==> src/rtl/muldiv_ctrl.sv <==
// Sequencer for an iterative multiply/divide unit: issues the load strobe,
// times the iteration phase, and commits the unit result into HI/LO.
module muldiv_ctrl #(
  parameter int ITER = 32
) (
  input  logic        clk,
  input  logic        reset,
  input  logic        start,
  input  logic        op_div,
  input  logic [31:0] srcB,
  input  logic        flush,
  input  logic [31:0] mult_hi,
  input  logic [31:0] mult_lo,
  input  logic [31:0] div_hi,
  input  logic [31:0] div_lo,
  output logic        multCtrl,
  output logic        divCtrl,
  output logic        busy,
  output logic        done,
  output logic        div_zero,
  output logic [31:0] hi,
  output logic [31:0] lo
);

  localparam int CW = $clog2(ITER) + 1;

  typedef enum logic [1:0] {IDLE, LOAD, RUN, DONE} state_t;

  state_t          state, state_nxt;
  logic   [CW-1:0] cnt;
  logic            op_q;
  logic            zero_req;
  logic            accept;

  // A divide with a zero divisor never occupies the unit; it only raises div_zero.
  assign zero_req = (state == IDLE) && start && !flush && op_div && (srcB == 32'd0);
  assign accept   = (state == IDLE) && start && !flush && !zero_req;

  // NOTE: sequential state uses non-blocking assignments so every register
  // samples the pre-edge values, independent of statement order.
  always_ff @(posedge clk) begin
    if (reset) begin
      state    <= IDLE;
      cnt      <= '0;
      op_q     <= 1'b0;
      div_zero <= 1'b0;
    end else begin
      state    <= state_nxt;
      div_zero <= zero_req;
      if (accept) op_q <= op_div;
      if (state == LOAD)     cnt <= '0;
      else if (state == RUN) cnt <= cnt + 1'b1;
    end
  end

  // HI/LO only change on an unflushed DONE cycle.
  always_ff @(posedge clk) begin
    if (reset) begin
      hi <= '0;
      lo <= '0;
    end else if (state == DONE && !flush) begin
      hi <= op_q ? div_hi : mult_hi;
      lo <= op_q ? div_lo : mult_lo;
    end
  end

  // NOTE: every combinational output gets a default first so no path
  // through the case statement can infer a latch.
  always_comb begin
    state_nxt = state;
    case (state)
      IDLE: if (accept) state_nxt = LOAD;
      LOAD: state_nxt = flush ? IDLE : RUN;
      RUN: begin
        if (flush)                         state_nxt = IDLE;
        else if (cnt == CW'(ITER - 1))     state_nxt = DONE;
      end
      DONE:    state_nxt = IDLE;
      default: state_nxt = IDLE;
    endcase
  end

  always_comb begin
    multCtrl = 1'b0;
    divCtrl  = 1'b0;
    busy     = (state != IDLE);
    done     = (state == DONE);
    if (state == LOAD) begin
      multCtrl = !op_q;
      divCtrl  = op_q;
    end
  end

endmodule

==> config.mk <==
export PLATFORM = sky130hd
export DESIGN_NAME = muldiv_ctrl
export DESIGN_NICKNAME = d
export VERILOG_FILES = /design/src/rtl/muldiv_ctrl.sv
export SDC_FILE = /design/constraint.sdc
export NUM_CORES = 1
export LEC_CHECK = 0
export ABC_AREA = 1
export CORE_MARGIN = 2
export CORE_UTILIZATION = 31
export CTS_CLUSTER_SIZE = 16
export DETAILED_ROUTE_END_ITERATION = 8
export HOLD_SLACK_MARGIN = 0.02
export PLACE_DENSITY_LB_ADDON = 0.15
export REMOVE_ABC_BUFFERS = 1
export SLEW_MARGIN = 20
export SYNTH_ARGS = -nofsm -noshare
export SYNTH_HDL_FRONTEND = slang
export SYNTH_SLANG_ARGS = --single-unit
==> constraint.sdc <==
create_clock -name clk -period 1.1 [get_ports clk]
set_input_delay 0.22 -clock clk [delete_from_list [all_inputs] [get_ports clk]]
set_output_delay 0.22 -clock clk [all_outputs]
set_load 0.005 [all_outputs]
==> results of run 1 <==
-- cell usage after synthesis --
library cell,n
sky130_fd_sc_hd__nand2_1,146
sky130_fd_sc_hd__nor2_2,2
sky130_fd_sc_hd__buf_6,7
sky130_fd_sc_hd__o21bai_1,1
sky130_fd_sc_hd__o31ai_1,1
sky130_fd_sc_hd__inv_2,1
sky130_fd_sc_hd__a31oi_1,64
sky130_fd_sc_hd__xnor2_1,1
sky130_fd_sc_hd__dfxtp_1,74
sky130_fd_sc_hd__inv_1,12
sky130_fd_sc_hd__buf_2,10
sky130_fd_sc_hd__and3_1,1
sky130_fd_sc_hd__nor3b_1,2
sky130_fd_sc_hd__a21oi_1,6
sky130_fd_sc_hd__o21ai_0,10
sky130_fd_sc_hd__clkbuf_1,18
sky130_fd_sc_hd__ha_1,1
sky130_fd_sc_hd__nor2_1,27
sky130_fd_sc_hd__nor3_1,5
sky130_fd_sc_hd__o21ai_1,56
sky130_fd_sc_hd__nor4_1,1
sky130_fd_sc_hd__nand3_1,4
-- metrics by stage --
step                      instance area (um^2)  hold slack, ns  utilization  setup WS, ns  std cells
final                                     6220           0.430        0.605        -0.219        840
after global placement                    5780           0.500        0.562        -0.504        805
after global routing                      6220           0.432        0.605        -0.242        840
after CTS                                 6210           0.425        0.604        -0.188        835
after floorplan                           3060           0.298            -         -2.22        415
after detailed placement                  5780           0.503        0.562        -0.523        805
-- where the power goes --
| group | switching, uW | total, uW | internal (uW) |
|---|---|---|---|
| Combinational | 455 | 1200 | 741 |
| Sequential | 29.4 | 2740 | 2710 |
| Clock | 1030 | 1900 | 870 |
-- worst min path at each step --
stage	cells after the start	to	from	slack [ns]
2_1_floorplan	1	state[1]	flush	0.30
3_3_place_gp	2	lo[7]	lo[7]	0.50
3_5_place_dp	2	lo[24]	lo[24]	0.50
4_1_cts	3	lo[14]	mult_lo[14]	0.42
5_1_grt	3	lo[26]	div_lo[26]	0.43
6_report	3	lo[14]	mult_lo[14]	0.43
-- registers in the layout, indices dropped and copies added, names as in the netlist --
register  count
div_zero      1
state         2
hi           32
cnt           6
lo           32
op_q          1
-- cell families (layout without fill, tap and decap cells) --
group,after synthesis,count (layout),synth area share
and+or+nand+nor,188,188,0.225
AOI/OAI and AO/OA,138,138,0.238
DFF,74,74,0.455
buffers and inverters,48,302,0.0753
adders and majority gates,1,1,0.00384
xor gates and xnor gates,1,1,0.00269
-- layer usage --
metal / vias up / global-route usage
li1: 2045 / -
met1: 1868 / 0.243
met2: 141 / 0.408
met3: 26 / 0.0490
met4: 0 / 0.0761
met5: - / 0
-- area by class of cell --
cell class,count,area (um^2)
repair buffers,273,2550
clock inverters,5,30.0
fillers,943,4060
well taps,136,170
clock buffers,11,141
multi-input cells,328,1710
inverters,13,51.3
flip-flops and latches,74,1570
-- worst reg2reg max path: cells and delay by family, from the launching register on --
kind | cells | cell delay (ns)
flops | 1 | 0.41
simple gates | 2 | 0.17
buf+inv | 4 | 0.54
compound gates | 1 | 0.07
-- what timing repair did --
action | 4_1_cts | 5_1_grt
endpoints found under the setup margin | 142 | 102
gates cloned | 6 | 4
pin swaps | 10 | 13
resized for setup | 332 | 49
buffers inserted | 8 | 4
==> qor.csv, run 1 <==
stage;metric;value;unit
logic_synthesis;register bit total from synthesis;74;
critical_path;depth of the critical timing path with buffers and inverters included;7;
final_layout;fraction of final layout cells with drive strength greater than 1;0.310;
logic_synthesis;count of cell types in the netlist;22;
final_layout;Antenna Diode Count;0;
route;Pre-Repair DR Iteration Count;4;
route;via count of the routed design;4080;
logic_synthesis;Seq/Total Area, Yosys;0.455;
logic_synthesis;share of the synthesized area in the top cell type;0.455;
timing;endpoints failing hold;0;
logic_synthesis;Syn Std Cell Area;3260;um^2
critical_path;Crit path buffers/inverters;5;
power_and_ir_drop;leak pwr;0.00265;uW
critical_path;crit path capture;lo[25];
global_routing;number of global-route vias before repair;4083;
floorplanning;DIE AREA;11300;um^2
timing;unrepaired setup endpoints after global routing;yes;
route;DRC errors left;0;
floorplanning;die boundary height;107;um
critical_path;kind of cell with the highest combined delay on the critical path;buffers and inverters;
timing;Least-Margin Pin Slew;0.399;ns
clock_tree;clock insertion delay at the later pin of the skew report;0.34;ns
route;Via density;4.86;
logic_synthesis;post-synthesis area per instance;7.24;um^2
route;top routing layer in use;met4;
power_and_ir_drop;VDD IR max;0.000565;V
final_layout;post-synthesis to final-layout area growth;91.0;%
floorplanning;CORE AREA;10300;um^2
run;count of maximum capacitance violations;0;
final_layout;commonest cells after routing, fill and taps aside;sky130_fd_sc_hd__clkdlybuf4s50_1, sky130_fd_sc_hd__nand2_1, sky130_fd_sc_hd__o21ai_1;
clock_tree;clock tree sinks;74;
critical_path;worst-path cell with the longest stage delay;sky130_fd_sc_hd__clkdlybuf4s50_1;
critical_path;max incr delay on CP;0.58;ns
route;total length of routed wires;13.2;mm
timing;slack of the critical path;-0.219;ns
timing;Finish-stage setup viols;77;
floorplanning;starting density of the core;0.317;
logic_synthesis;Post-Syn Instances;450;
critical_path;required arrival time at the worst endpoint;1.37;ns
clock_tree;clock buffer count from CTS;9;
logic_synthesis;biggest area contributors in the synthesized netlist;sky130_fd_sc_hd__dfxtp_1, sky130_fd_sc_hd__nand2_1, sky130_fd_sc_hd__a31oi_1;
floorplanning;number of top-level pins;234;
clock_tree;clock transition at the register clock pins on the worst setup and hold paths after CTS;0.08;ns
global_routing;maximum number of pins on one net before global-route repair;49;
floorplanning;total number of placement rows;37;
route;post-DR wirelength/cell;15.7;um
floorplanning;width of the die;107;um
power_and_ir_drop;power per unit of standard cell area;938;nW/um^2
timing;final worst clock skew;0.0105;ns
critical_path;Worst Setup SP;flush;
clock_tree;number of levels in the clock H-tree;3;
critical_path;sort of element at the start of the critical path;input port;
route;total routed wire length on the met1 layer;5.15;mm
critical_path;crit path kind;in -> reg;
clock_tree;cts hold-fix bufs;0;
status;outcome;finished, violations left;
timing;Slew Viols, Final;0;
final_layout;number of nets in the finished design;865;
critical_path;highest net fanout along the worst path;5;
critical_path;critical register-to-register path endpoint;lo[25];
route;total length of routed met2 wires;6.90;mm
route;violation count after the first detailed-routing iteration;257;
critical_path;setup slack, reg-to-reg;-0.19;ns
place;RD Place Congestion;0.781;
global_routing;sum of overflow across all layers after global routing;0;
timing;fin crit share;1.20;
critical_path;startpoint of the lowest-slack register-to-register path;state[1];
clock_tree;CTS tree;built;
global_routing;initial antenna violation count;0;
worst_hold_path;Hold/Removal Path Class;in -> reg;
critical_path;CP Capture Type;register;
global_routing;GRT Total Usage;0.219;
critical_path;signal arrival time at the worst endpoint;1.59;ns
timing;Setup TNS;-9.30;ns
route;detailed-routed wire length on met3;768;um
clock_tree;number of buffers between clock root and the deepest sink;2;
status;violated checks;negative setup slack;
logic_synthesis;largest area contributor in the netlist;sky130_fd_sc_hd__dfxtp_1;
timing;maximum clock frequency;758;MHz
clock_tree;clock root cell;sky130_fd_sc_hd__clkbuf_8;
route;antenna-violating nets left;0;
critical_path;r2r worst-path depth;7;
critical_path;Most Frequent Cell on Critical Path;sky130_fd_sc_hd__buf_12;
logic_synthesis;synthesis warning total;0;
final_layout;leading cell type in the layout, fill and taps excluded;sky130_fd_sc_hd__clkdlybuf4s50_1;
timing;final period demand of the worst path;1.32;ns
timing;relative slew slack;0.734;
power_and_ir_drop;total power consumption of the routed design;5830;uW
critical_path;cells traversed along the worst timing path;clkdlybuf4s50_1 > nor2_4 > buf_12 > buf_12 > buf_12 > clkbuf_16 > a31oi_1;
global_routing;first-pass GRT wire length;19.8;mm
place;placed wire-length estimate after detailed placement;8.35;mm
place;count of port buffers added during placement;233;
Note: power is estimated with default switching activity, not from simulation.
==> run 2: changes to the inputs <==
ABC_CLOCK_PERIOD_IN_PS = 1100   (was not set)
==> results of run 2 <==
No change in the layout: final DEF, timing and power equal those of run 1.
==> run 3: changes to the inputs <==
PLACE_DENSITY = 0.76   (was not set)
PLACE_DENSITY_LB_ADDON = not set   (was 0.15)
==> qor.csv, run 3 (synthesis gave the netlist of run 1 again) <==
stage;metric;value;unit;change
timing;endpoints failing hold;0;;unchanged
clock_tree;clock tree sinks;74;;unchanged
critical_path;signal arrival time at the worst endpoint;1.59;ns;about the same
place;worst setup slack before clock tree synthesis;-0.463;ns;+0.0600 ns
floorplanning;total number of placement rows;37;;unchanged
critical_path;crit path kind;reg -> reg;;
global_routing;initial antenna violation count;0;;unchanged
floorplanning;starting density of the core;0.317;;unchanged
route;DRC errors left;0;;unchanged
power_and_ir_drop;total power consumption of the routed design;5800;uW;-0.56%
floorplanning;width of the die;107;um;unchanged
clock_tree;number of levels in the clock H-tree;3;;unchanged
timing;slack of the critical path;-0.256;ns;-0.0367 ns
global_routing;sum of overflow across all layers after global routing;0;;unchanged
timing;fin crit share;1.23;;+0.0333
place;count of port buffers added during placement;233;;unchanged
clock_tree;number of buffers between clock root and the deepest sink;2;;unchanged
route;violation count after the first detailed-routing iteration;271;;+5.4%
worst_hold_path;count of cells along the worst hold path;3;;unchanged
final_layout;post-synthesis to final-layout area growth;98.8;%;
timing;Slew Viols, Final;0;;unchanged
place;placed wire-length estimate after detailed placement;8.46;mm;+1.3%
critical_path;Most Frequent Cell on Critical Path;sky130_fd_sc_hd__nor2_4;;
timing;post-route worst hold slack;0.423;ns;-0.00726 ns
global_routing;maximum number of pins on one net before global-route repair;35;;-29%
status;violated checks;negative setup slack;;
timing;relative slew slack;0.760;;+0.0258
floorplanning;die boundary height;107;um;unchanged
power_and_ir_drop;power per unit of standard cell area;895;nW/um^2;-4.5%
route;total length of routed wires;13.8;mm;+4.6%
global_routing;GRT Total Usage;0.216;;-0.00264
timing;Finish-stage setup viols;77;;unchanged
clock_tree;CTS tree;built;;
final_layout;fraction of final layout cells with drive strength greater than 1;0.362;;+0.0526
critical_path;max incr delay on CP;0.41;ns;-0.17 ns
timing;final worst clock skew;0.00965;ns;-0.000851 ns
critical_path;CP Capture Type;register;;
critical_path;sort of element at the start of the critical path;register;;
floorplanning;DIE AREA;11300;um^2;unchanged
worst_hold_path;Hold/Removal Path Class;in -> reg;;
final_layout;fillers;888;;-5.8%
critical_path;cells traversed along the worst timing path;inv_4 > buf_6 > nor2_4 > nand2_2 > nor2_4 > and3_4 > nor3_2;;
clock_tree;clock root cell;sky130_fd_sc_hd__clkbuf_8;;
route;antenna-violating nets left;0;;unchanged
timing;unrepaired setup endpoints after global routing;yes;;
floorplanning;CORE AREA;10300;um^2;unchanged
final_layout;top flop regs;hi x32, lo x32, cnt x6;;
timing;maximum clock frequency;738;MHz;-2.7%
route;Via density;5.04;;+3.7%
status;outcome;finished, violations left;;
critical_path;highest net fanout along the worst path;4;;-1
timing;Least-Margin Pin Slew;0.360;ns;-0.0388 ns
critical_path;worst-path cell with the longest stage delay;sky130_fd_sc_hd__dfxtp_4;;
global_routing;number of global-route vias before repair;4114;;+0.76%
run;count of maximum capacitance violations;0;;unchanged
power_and_ir_drop;leak pwr;0.00268;uW;+1.0%
final_layout;leading cell type in the layout, fill and taps excluded;sky130_fd_sc_hd__clkdlybuf4s50_1;;
clock_tree;clock transition at the register clock pins on the worst setup and hold paths after CTS;0.09;ns;about the same
route;Pre-Repair DR Iteration Count;5;;+1
timing;final period demand of the worst path;1.36;ns;+0.0367 ns
floorplanning;number of top-level pins;234;;unchanged
critical_path;r2r worst-path depth;7;;unchanged
final_layout;commonest cells after routing, fill and taps aside;sky130_fd_sc_hd__clkdlybuf4s50_1, sky130_fd_sc_hd__nand2_1, sky130_fd_sc_hd__dfxtp_2;;
final_layout;Antenna Diode Count;0;;unchanged
global_routing;first-pass GRT wire length;19.6;mm;-0.91%
final_layout;number of nets in the finished design;866;;+0.12%
critical_path;required arrival time at the worst endpoint;1.33;ns;-0.04 ns
route;via count of the routed design;4230;;+3.7%
place;RD Place Congestion;0.814;;+4.2%
clock_tree;clock insertion delay at the later pin of the skew report;0.35;ns;about the same
power_and_ir_drop;VDD IR max;0.000504;V;-11%
route;post-DR wirelength/cell;16.4;um;+4.6%
clock_tree;clock buffer count from CTS;9;;unchanged
-- run 3: changes by cell type in the layout (fill, tap and decap cells not counted), moves of 3 or more --
cell,delta
sky130_fd_sc_hd__o21ai_1,-21
sky130_fd_sc_hd__o21ai_2,+17
sky130_fd_sc_hd__a31oi_1,-12
sky130_fd_sc_hd__a31oi_4,+13
sky130_fd_sc_hd__buf_2,+11
sky130_fd_sc_hd__clkbuf_2,-12
sky130_fd_sc_hd__dfxtp_1,-5
sky130_fd_sc_hd__buf_12,-4
sky130_fd_sc_hd__dfxtp_2,+5
sky130_fd_sc_hd__buf_8,+3
sky130_fd_sc_hd__buf_6,-3
sky130_fd_sc_hd__buf_4,+4
-- run 3: final timing paths --
path / from / to / slack, ns
max: state[1] / cnt[5] / -0.26
min: div_hi[12] / hi[12] / 0.42
max reg2reg: state[1] / cnt[5] / -0.26
min reg2reg: lo[23] / lo[23] / 0.51
-- run 3: per-stage QoR --
step / TNS [ns] / utilization / cell area, um^2 / std cells
global route: -17.40 / 0.630 / 6480 / 840
global placement: -27.60 / 0.562 / 5780 / 805
floorplan: -140.51 / - / 3060 / 415
detailed placement: -29.50 / 0.562 / 5780 / 805
CTS: -8.08 / 0.584 / 6000 / 830
finish: -13.73 / 0.630 / 6480 / 840
-- run 3: cell type report --
cell class | count | area [um^2] | area share
Timing Repair Buffer | 274 | 2560 | 0.395
Multi-Input combinational cell | 328 | 1960 | 0.303
Clock buffer | 9 | 124 | 0.0191
Inverter | 13 | 53.8 | 0.00830
Clock inverter | 6 | 35.0 | 0.00541
Tap cell | 136 | 170 | 0.0263
Sequential cell | 74 | 1570 | 0.243
-- run 3: report_power, final --
group | total (uW) | switching [uW] | internal, uW | leakage, uW
registers | 2740 | 34.2 | 2710 | 0.000632
clock network | 1830 | 1040 | 790 | 0.0000806
logic | 1230 | 500 | 728 | 0.00196
-- run 3: worst max-delay path: cells and delay by family (launching register included) --
family	cells	cell delay [ns]
and+or+nand+nor	5	0.67
DFF	1	0.41
buffers and inverters	2	0.16
-- run 3: what timing repair did --
action                                  CTS  global route
gates cloned                              5             6
pin swaps                                 7            13
endpoints found under the hold margin     0             0
gates resized for setup                 361            65
hold buffers                              0             0
setup buffers                             5             6
endpoints found under the setup margin  141            83
-- run 3: metal layers --
metal / global-route usage / vias up / wire length, um
li1: - / 2044 / -
met1: 0.256 / 1981 / 5450
met2: 0.366 / 172 / 6970
met3: 0.0564 / 33 / 1000
met4: 0.0993 / 0 / 355
met5: 0 / - / 0
